File: config.mk
export PLATFORM = sky130hd
export DESIGN_NAME = store_unit
export DESIGN_NICKNAME = d
export VERILOG_FILES = /design/src/rtl/store_unit.sv
export SDC_FILE = /design/constraint.sdc
export NUM_CORES = 1
export LEC_CHECK = 0
export ABC_AREA = 1
export CORE_ASPECT_RATIO = 0.6
export CORE_UTILIZATION = 31
export DETAILED_ROUTE_END_ITERATION = 8
export GPL_TIMING_DRIVEN = 1
export PLACE_DENSITY = 0.55
export SYNTH_ARGS = -nofsm -noshare
export SYNTH_HDL_FRONTEND = slang
export SYNTH_SLANG_ARGS = --single-unit
File: constraint.sdc
create_clock -name clk -period 2.15 [get_ports clk]
set_clock_uncertainty 0.05 [all_clocks]
set_input_delay 0.3225 -clock clk [delete_from_list [all_inputs] [get_ports clk]]
set_output_delay 0.3225 -clock clk [all_outputs]
set_load 0.01 [all_outputs]
File: src/rtl/store_unit.sv
// store_unit: aligns one core store onto the 32-bit data bus and issues it with a valid/ready handshake.
// Build option `STORE_UNIT_MISALIGNED_SPLIT_EN: word-crossing stores become two beats instead of an error.

module store_unit_lane #(
    parameter int LANE = 0
) (
    input  logic [1:0]  i_off,
    input  logic [1:0]  i_size,
    input  logic [3:0]  i_m,
    input  logic [31:0] i_wdata,
    output logic        o_mask_lo,
    output logic        o_mask_hi,
    output logic [7:0]  o_byte_lo,
    output logic [7:0]  o_byte_hi,
    output logic [7:0]  o_byte_rep
);
    localparam logic [1:0] L = 2'(LANE);

    logic [1:0] w_idx;
    logic       w_wrap;
    logic [7:0] w_src;

    // Source byte for this lane is (LANE - off) mod 4; lanes below off belong to the next word.
    assign w_idx  = L - i_off;
    assign w_wrap = (L < i_off);
    assign w_src  = i_wdata[{w_idx, 3'b000} +: 8];

    assign o_mask_lo = !w_wrap & i_m[w_idx];
    assign o_mask_hi =  w_wrap & i_m[w_idx];
    assign o_byte_lo = w_wrap ? 8'h00 : w_src;
    assign o_byte_hi = w_wrap ? w_src : 8'h00;

    always_comb begin
        o_byte_rep = i_wdata[8*LANE +: 8];
        case (i_size)
            2'b00:   o_byte_rep = i_wdata[7:0];
            2'b01:   o_byte_rep = i_wdata[8*(LANE%2) +: 8];
            default: o_byte_rep = i_wdata[8*LANE +: 8];
        endcase
    end
endmodule

module store_unit #(
    parameter int ADDR_WIDTH = 32
) (
    input  logic                  clk,
    input  logic                  resetn,
    input  logic                  req_valid,
    output logic                  req_ready,
    input  logic [2:0]            funct3,
    input  logic [ADDR_WIDTH-1:0] addr,
    input  logic [31:0]           wdata,
    output logic                  done,
    output logic                  err,
    output logic                  mem_valid,
    input  logic                  mem_ready,
    output logic [ADDR_WIDTH-1:0] mem_addr,
    output logic [31:0]           mem_wdata,
    output logic [3:0]            mem_wmask
);
    localparam int NUM_LANES = 4;

`ifdef STORE_UNIT_MISALIGNED_SPLIT_EN
    localparam logic SPLIT_EN = 1'b1;
`else
    localparam logic SPLIT_EN = 1'b0;
`endif

    typedef enum logic [1:0] {IDLE, BEAT0, BEAT1, RESP} state_t;

    state_t                r_state;
    state_t                w_next;
    logic [1:0]            r_size;
    logic [ADDR_WIDTH-1:0] r_addr;
    logic [31:0]           r_wdata;
    logic                  r_err;
    logic                  r_split;

    logic                  w_accept;
    logic                  w_in_legal;
    logic                  w_in_misal;
    logic                  w_in_reject;
    logic                  w_in_split;
    logic [3:0]            w_m;
    logic [ADDR_WIDTH-1:0] w_base;

    logic [NUM_LANES-1:0]       w_mask_lo;
    logic [NUM_LANES-1:0]       w_mask_hi;
    logic [NUM_LANES-1:0][7:0]  w_byte_lo;
    logic [NUM_LANES-1:0][7:0]  w_byte_hi;
    logic [NUM_LANES-1:0][7:0]  w_byte_rep;

    // Classification is done once at accept so the beat states only look at registered flags.
    assign w_accept    = req_valid && (r_state == IDLE);
    assign w_in_legal  = !funct3[2] && (funct3[1:0] != 2'b11);
    assign w_in_misal  = ((funct3[1:0] == 2'b01) && (addr[1:0] == 2'b11)) ||
                         ((funct3[1:0] == 2'b10) && (addr[1:0] != 2'b00));
    assign w_in_reject = !w_in_legal || (w_in_misal && !SPLIT_EN);
    assign w_in_split  = w_in_legal && w_in_misal && SPLIT_EN;

    always_ff @(posedge clk or negedge resetn) begin
        if (!resetn) begin
            r_state <= IDLE;
            r_size  <= 2'b00;
            r_addr  <= '0;
            r_wdata <= 32'h0;
            r_err   <= 1'b0;
            r_split <= 1'b0;
        end else begin
            r_state <= w_next;
            if (w_accept) begin
                r_size  <= funct3[1:0];
                r_addr  <= addr;
                r_wdata <= wdata;
                r_err   <= w_in_reject;
                r_split <= w_in_split;
            end
        end
    end

    always_comb begin
        w_next = r_state;
        case (r_state)
            IDLE:  if (req_valid) w_next = w_in_reject ? RESP : BEAT0;
            BEAT0: if (mem_ready) w_next = r_split ? BEAT1 : RESP;
            BEAT1: if (mem_ready) w_next = RESP;
            RESP:  w_next = IDLE;
            default: w_next = IDLE;
        endcase
    end

    always_comb begin
        w_m = 4'b1111;
        case (r_size)
            2'b00:   w_m = 4'b0001;
            2'b01:   w_m = 4'b0011;
            default: w_m = 4'b1111;
        endcase
    end

    for (genvar g = 0; g < NUM_LANES; g++) begin : g_lane
        store_unit_lane #(.LANE(g)) u_lane (
            .i_off      (r_addr[1:0]),
            .i_size     (r_size),
            .i_m        (w_m),
            .i_wdata    (r_wdata),
            .o_mask_lo  (w_mask_lo[g]),
            .o_mask_hi  (w_mask_hi[g]),
            .o_byte_lo  (w_byte_lo[g]),
            .o_byte_hi  (w_byte_hi[g]),
            .o_byte_rep (w_byte_rep[g])
        );
    end

    assign w_base = {r_addr[ADDR_WIDTH-1:2], 2'b00};

    // Bus outputs decode straight from registered state, so they hold through stalls and drop on reset.
    always_comb begin
        req_ready = (r_state == IDLE);
        done      = 1'b0;
        err       = 1'b0;
        mem_valid = 1'b0;
        mem_addr  = '0;
        mem_wdata = 32'h0;
        mem_wmask = 4'h0;
        case (r_state)
            BEAT0: begin
                mem_valid = 1'b1;
                mem_addr  = w_base;
                mem_wmask = w_mask_lo;
                mem_wdata = r_split ? w_byte_lo : w_byte_rep;
            end
            BEAT1: begin
                mem_valid = 1'b1;
                mem_addr  = w_base + ADDR_WIDTH'(4);
                mem_wmask = w_mask_hi;
                mem_wdata = w_byte_hi;
            end
            RESP: begin
                done = !r_err;
                err  = r_err;
            end
            default: ;
        endcase
    end
endmodule

==> run summary, run 1 <==
The flow ran to the end, but the final reports show violations. The final reports fail on design-rule violations, negative setup slack. The count of buffers inserted at the top-level ports is 140.

The number of antenna violations at the first check in global routing is 0. The average wire length per cell after detail routing came out at 16.2 µm. The area taken by multi-input logic gates came out at 3290 µm². The worst hold path belongs to the class input port to async pin.

Setup violations remaining at the end of the flow were counted as 45. The count of endpoints failing hold in the final timing report came out at 0. The number of violations reported at the end of detailed-routing iteration 0 came out at 574. The area of all placed cells without fillers came out at 8320 µm². The number of antenna cells inserted came out at 0. The fraction of the core area covered by cells at the end of the flow came out at 0.535.

The layout filler cell count is 1525. STA classifies the critical path startpoint as a register. The worst setup path is captured at an output pin. The number of register bits inferred by synthesis is 69. After layout, the worst setup slack is -193 ps.

The critical path in this run is classified as register to output pin. The global placement routability congestion came out at 0.922. The maximum buffer depth of the clock tree came out at 2. The via count of the first global-routing pass came out at 5589.

The first-pass iteration count of the detailed router came out at 7. The share of the clock period used by the worst path after layout came out at 1.09. The floorplan step set the die width to 166 µm. The full die area is 16700 µm². Among all flip-flop cells after synthesis, the most frequent one is dfrtp_1. The number of top-level pins is 143. The synthesized instance count is 802. The sum of routed wire length over all layers is 20500 µm.

For the worst setup path, the data required time is 1780 ps. The number of warnings issued by yosys came out at 0. Entering global routing, the biggest net connects 63 pins. Synthesis instantiated 34 different standard cells from the library. The standard cell area after detailed placement is 7310 µm². Registers take 1730 µm².

Clock-pin slew was measured on the worst setup and hold paths at 60 ps. The cell area after synthesis came out at 5000 µm². The area of the core came out at 15500 µm².

The number of maximum-capacitance violations came out at 0. Overall power consumption after layout is estimated at 0.0127 W. TritonCTS built the clock tree. The shortest clock period the worst path allows after layout came out at 2340 ps. The destination of the critical timing path is mem_addr[6]. The maximum clock frequency is 0.427 GHz. The synthesized area per cell came out at 6.23 µm². The largest driver fanout on the critical path is 3.

The latest clock arrival within the worst-skew pair came out at 330 ps. The detail-routed via count per cell is 4.86. Clock tree synthesis inserted a total of 9 buffers. The antenna violation net count after detailed routing came out at 0. The arrival time reported for the critical path endpoint came out at 1970 ps.

The H-tree level count is 3. The final net count came out at 1132. The total grt overflow came out at 0.

Setup repair after global routing could not meet its margin everywhere. In this run the critical register-to-register path is launched from r_state[0]$_DFFE_PN0P_. The max-slew violation total from the final report is 0. In the routed design, unresolved DRC markers number 11. The power per cell area came out at 1530 nW/µm².

The launch point of the worst path is r_addr[2]$_DFFE_PN0P_. Across every metal layer, demand over resource in global routing totals 0.244. The final route contains 6133 vias. The leakage component of the power came out at 4.10 nW.

The effective utilization at floorplan came out at 0.322. The relative area change from synthesis to final layout came out at 66.4%. The initialized floorplan defines 35 standard-cell rows. The worst IR drop on VDD is 0.789 mV. The depth of the worst register-to-register path is 9. The die span in y is 100 µm. The proportion of layout cells with a drive suffix above 1 came out at 0.317. The internal reg-to-reg setup slack came out at 320 ps. The half-perimeter wire length of the detailed placement result is 15000 µm. The global-route wire length before repair is 31200 µm.

The endpoint of the worst-slack reg-to-reg timing path is r_addr[10]$_DFFE_PN0P_. The clock drives 69 sinks. In this run the clock root is driven by a clkbuf_16. The fraction of registers with async set or reset after synthesis is 1.00.

Yosys mapped a number of flops with a built-in enable equal to 0. The share of synthesized area occupied by flip-flops and latches came out at 0.345.
[what timing repair did]
| action | CTS | global route |
|---|---|---|
| setup endpoints to repair | 67 | 65 |
| cloned | 0 | 3 |
| setup buffers | 20 | 18 |
| hold buffers | 1 | 0 |
| gates resized for setup | 336 | 130 |
| hold endpoints to repair | 7 | 0 |
| pin swaps | 21 | 34 |
[critical path, cell delays in order, from the launching register on]
cell	delay [ps]
dfrtp_1	410
ha_2	210
nand2_2	100
nor2_4	50
buf_4	140
buf_4	120
buf_4	120
buf_4	120
o211a_4	240
buf_6	120
[cell usage after synthesis (2+ instances only)]
| master | instances | area share |
|---|---|---|
| nand2_1 | 318 | 0.24 |
| o21ai_0 | 120 | 0.12 |
| inv_1 | 73 | 0.055 |
| dfrtp_1 | 69 | 0.35 |
| nor2_1 | 58 | 0.044 |
| nand3_1 | 34 | 0.034 |
| a21oi_1 | 24 | 0.024 |
| clkbuf_1 | 18 | 0.014 |
| buf_2 | 16 | 0.016 |
| nand4_1 | 14 | 0.018 |
| ha_1 | 8 | 0.020 |
| nor2_4 | 8 | 0.018 |
| o22ai_1 | 8 | 0.010 |
| nand2_2 | 6 | 0.0075 |
| nor2_2 | 4 | 0.0050 |
| a31oi_1 | 2 | 0.0025 |
| buf_4 | 2 | 0.0030 |
| clkinv_1 | 2 | 0.0015 |
| inv_2 | 2 | 0.0015 |
| nor3b_1 | 2 | 0.0030 |
[worst min path at each step]
stage / startpoint / to / cells past startpoint
floorplan: resetn / r_addr[0]$_DFFE_PN0P_ / 0
global placement: resetn / r_wdata[24]$_DFFE_PN0P_ / 1
finish: resetn / r_wdata[1]$_DFFE_PN0P_ / 2
detailed placement: resetn / r_wdata[24]$_DFFE_PN0P_ / 1
global route: resetn / r_wdata[24]$_DFFE_PN0P_ / 2
CTS: resetn / r_wdata[24]$_DFFE_PN0P_ / 2
[through the flow]
step / instances / hold WS [ps] / TNS [ps] / setup slack [ps]
after global placement: 1204 / 152 / -8590 / -209
after CTS: 1241 / 342 / -4230 / -193
final: 1261 / 335 / -3870 / -193
after detailed placement: 1204 / 147 / -10130 / -247
after global routing: 1261 / 360 / -7170 / -296
after floorplan: 803 / -23.1 / 0 / 62.1
[area by class of cell]
class | count | share of cell area
well taps | 203 | 0.0305
multi-input cells | 619 | 0.396
repair buffers | 277 | 0.294
flip-flops and latches | 69 | 0.208
inverters | 77 | 0.0366
clock buffers | 12 | 0.0296
clock inverters | 4 | 0.00572
[placed cells by master (no fill, tap or decap), drive strengths merged, types with 14 or more instances in the layout]
cell	instances
nand2	325
buf	190
o21ai	121
inv	76
clkdlybuf4s50	70
nor2	70
dfrtp	69
nand3	34
a21oi	24
clkbuf	19
nand4	14
[kinds of logic after synthesis]
kind of cell,share of synthesized area
adders and majority gates,0.0200
AOI/OAI and AO/OA,0.166
and+or+nand+nor,0.375
DFF,0.345
buffers and inverters,0.0934
other,0.000750
[sequential cells by signal, summed over array words and instances (netlist names)]
name	count
r_wdata	32
r_size	2
r_err	1
r_state	2
r_addr	32
[power breakdown]
group / total, W / switching [W] / internal (W)
sequential: 0.00249 / 0.000570 / 0.00192
clock: 0.00153 / 0.000598 / 0.000928
combinational: 0.00872 / 0.00484 / 0.00388
total: 0.0127 / 0.00601 / 0.00673
[routing by layer]
layer  share of wire  global-route usage  vias up
met5               0                   0        -
met4          0.0094              0.0482        0
met3           0.089              0.0477       19
met2            0.36               0.299      248
met1            0.55               0.412     2790
li1                -                   -     3076
Note: power is estimated with default switching activity, not from simulation.
==> run 2: changes to the inputs <==
--- a/config.mk
+++ b/config.mk
@@ -6,6 +6,7 @@
 export NUM_CORES = 1
 export LEC_CHECK = 0
 export ABC_AREA = 1
+export CAP_MARGIN = 25
 export CORE_ASPECT_RATIO = 0.6
 export CORE_UTILIZATION = 31
 export DETAILED_ROUTE_END_ITERATION = 8
==> results of run 2 <==
No change in the layout: final DEF, timing and power equal those of run 1.
==> run 3: changes to the inputs <==
--- a/config.mk
+++ b/config.mk
@@ -9,9 +9,11 @@
 export CAP_MARGIN = 25
 export CORE_ASPECT_RATIO = 0.6
 export CORE_UTILIZATION = 31
+export CTS_BUF_LIST = sky130_fd_sc_hd__clkbuf_8
 export DETAILED_ROUTE_END_ITERATION = 8
 export GPL_TIMING_DRIVEN = 1
 export PLACE_DENSITY = 0.55
 export SYNTH_ARGS = -nofsm -noshare
 export SYNTH_HDL_FRONTEND = slang
 export SYNTH_SLANG_ARGS = --single-unit
+export TNS_END_PERCENT = 5
==> run 3 against run 2 <==
  * The flow still finishes with violations (design-rule violations, negative setup slack)
  * Sequential share of layout area increased by 1.2 points
  * First-iteration DRC count rose by 6.6%
  * Via count is 2.2% lower
  * Non-clock buffer count fell by 21
  * Worst hold slack got worse by 15 ps
  * Utilization down 3.0 points
  * Sequential cell count unchanged
  * Fmax decreased by 1.7%
  * Count of clock-buffer cells in the layout is 2 lower
  * Largest cell class unchanged
==> run summary, run 3 (same netlist as run 1, synthesis figures left out) <==
The global placement routability congestion is 0.922 (unchanged). Setup repair after global routing could not meet its margin everywhere. The residual DRC count is 11 (unchanged). The required time of the critical path came out at 1780 ps (about the same).

The standard cell area after detailed placement is 7310 µm² (unchanged). Compared with the post-synthesis result, the final layout area differs by 57.0%. The layout filler cell count is 1597 (+4.7%). The run finished, with violations left. The clock transition time at the flip-flop clock pins of the worst setup and hold paths is 70 ps (about the same). The H-tree level count came out at 3 (unchanged). The share of the clock period used by the worst path after layout came out at 1.11 (+0.0185). The sum of routed wire length over all layers was 19800 µm (-3.5%).

The number of maximum-capacitance violations was 0 (unchanged). The count of endpoints failing hold in the final timing report is 0 (unchanged). The number of sinks driven by the clock tree came out at 69 (unchanged). The number of top-level pins is 143 (unchanged). The maximum clock frequency is 0.420 GHz (-1.7%). The checks that failed: design-rule violations, negative setup slack. The worst-case setup slack after placement came out at -247 ps (unchanged). The first-pass iteration count of the detailed router is 7 (unchanged). The average wire length per cell after detail routing came out at 15.9 µm (-1.9%). The via count of the first global-routing pass came out at 5611 (+0.39%).

The detail-routed via count per cell is 4.84 (-0.56%). The count of buffers inserted at the top-level ports is 140 (unchanged). The die span in y came out at 100 µm (unchanged). The largest driver fanout on the critical path came to 4 (+1). The number of rows in the core area is 35 (unchanged). The via total after detailed routing is 5997 (-2.2%). The antenna violation net count after detailed routing is 0 (unchanged).

The final net count is 1111 (-1.9%). The area of all placed cells without fillers is 7850 µm² (-5.6%). The total track usage came to 0.246 (+0.00210). In the layout the commonest cells are nand2_1, o21ai_0, buf_4, clkdlybuf4s50_1, inv_1. STA classifies the critical path startpoint as a register.

The overall die width came out at 166 µm (unchanged). Leaving out fill and tap cells, the most frequent cell in the layout is nand2_1. In this run the worst hold path is classified as input port to async pin. The max-slew violation total from the final report came out at 0 (unchanged). The power per cell area came to 1440 nW/µm² (-5.8%).

The leakage component of the power is 3.85 nW (-5.9%). The largest net degree at the start of global routing is 63 (unchanged). The half-perimeter wire length of the detailed placement result came out at 15000 µm (unchanged). The setup slack of the critical path after layout came to -233 ps (-39.8 ps). The critical path in this run is classified as register to output pin. The effective utilization at floorplan came to 0.322 (unchanged). The number of antenna violations at the first check in global routing came out at 0 (unchanged). The number of setup violations in the final report came out at 53 (+18%). The maximum buffer depth of the clock tree is 2 (unchanged). The largest registers in the layout are r_addr: 32 flops, r_wdata: 32 flops.

The shortest clock period the worst path allows after layout is 2380 ps (+39.8 ps). The proportion of layout cells with a drive suffix above 1 is 0.265 (-0.0514). The total grt overflow came out at 0 (unchanged). The number of antenna cells inserted was 0 (unchanged). TritonCTS built the clock tree. The worst IR drop on VDD is 0.726 mV (-8.1%). The tree is rooted in a clkbuf_8. The number of violations reported at the end of detailed-routing iteration 0 is 612 (+6.6%). The latest clock arrival within the worst-skew pair came out at 350 ps (+20 ps). The global-route wire length before repair came out at 31400 µm (+0.69%). The full die area came out at 16700 µm² (unchanged).

The area of the core is 15500 µm² (unchanged). The arrival time reported for the critical path endpoint came out at 2010 ps (+40 ps). STA classifies the critical path endpoint as an output pin. The total CTS buffers was 9 (unchanged).
-- run 3: cell type report --
type,instances,area [µm²],area share
clock inverter,6,55.1,0.00702
tap,203,254,0.0324
clock buffer,10,138,0.0175
sequential,69,1730,0.220
inverter,77,295,0.0376
multi-input combinational,619,3120,0.398
timing repair buffer,256,2260,0.287
-- run 3: power by group --
group / internal [W] / switching (W)
Combinational: 0.00331 / 0.00444
Clock: 0.000556 / 0.000535
Sequential: 0.00192 / 0.000560
Total: 0.00579 / 0.00554
-- run 3: through the flow --
stage / instances / util / hold slack [ps] / total power [W] / TNS [ps]
after detailed placement: 1204 / 0.470 / 147 / 0.00967 / -10130
after CTS: 1240 / 0.502 / 312 / 0.0111 / -5320
after floorplan: 803 / - / -23.1 / 0.00593 / 0
after global placement: 1204 / 0.470 / 152 / 0.00967 / -8590
final: 1240 / 0.505 / 320 / 0.0113 / -4710
after global routing: 1240 / 0.505 / 321 / 0.0123 / -10910
-- run 3: path summary, 6_finish.rpt --
kind | startpoint | to | slack, ps | cells after the start
min in group clk | wdata[9] | r_wdata[9]$_DFFE_PN0P_ | 440 | 3
worst min-delay path | resetn | r_wdata[24]$_DFFE_PN0P_ | 320 | 2
worst max register to register | r_state[0]$_DFFE_PN0P_ | r_addr[10]$_DFFE_PN0P_ | 300 | 9
max in group asynchronous | resetn | r_addr[31]$_DFFE_PN0P_ | 1210 | 3
worst max-delay path | r_addr[14]$_DFFE_PN0P_ | mem_addr[26] | -230 | 10
worst min register to register | r_wdata[17]$_DFFE_PN0P_ | r_wdata[17]$_DFFE_PN0P_ | 500 | 2
-- run 3: per-layer routing --
layer  wire length, µm  vias up  GRT usage  part of all wire
met3              1740       10     0.0536             0.088
met5                 0        -          0                 0
li1                  -     3019          -                 -
met1             11000     2709      0.413              0.56
met2              6860      259      0.302              0.35
met4               136        0     0.0460            0.0069
-- run 3: worst max-delay path, cell delays in order (launching register included) --
cell and delay, ps:
dfrtp_2 450, nand2_1 120, nor2_2 260, nand2_1 140
nor2_4 210, buf_6 130, nand2_1 40, nand2_1 50
nand3_1 60, nand2_1 70, buf_2 120
-- run 3: repair_timing --
action                     4_1_cts  5_1_grt
hold buffers                     1        0
setup endpoints to repair       67       65
resized for setup              313       35
pin swaps                       23       11
hold endpoints to repair         7        0
setup buffers                   19        0
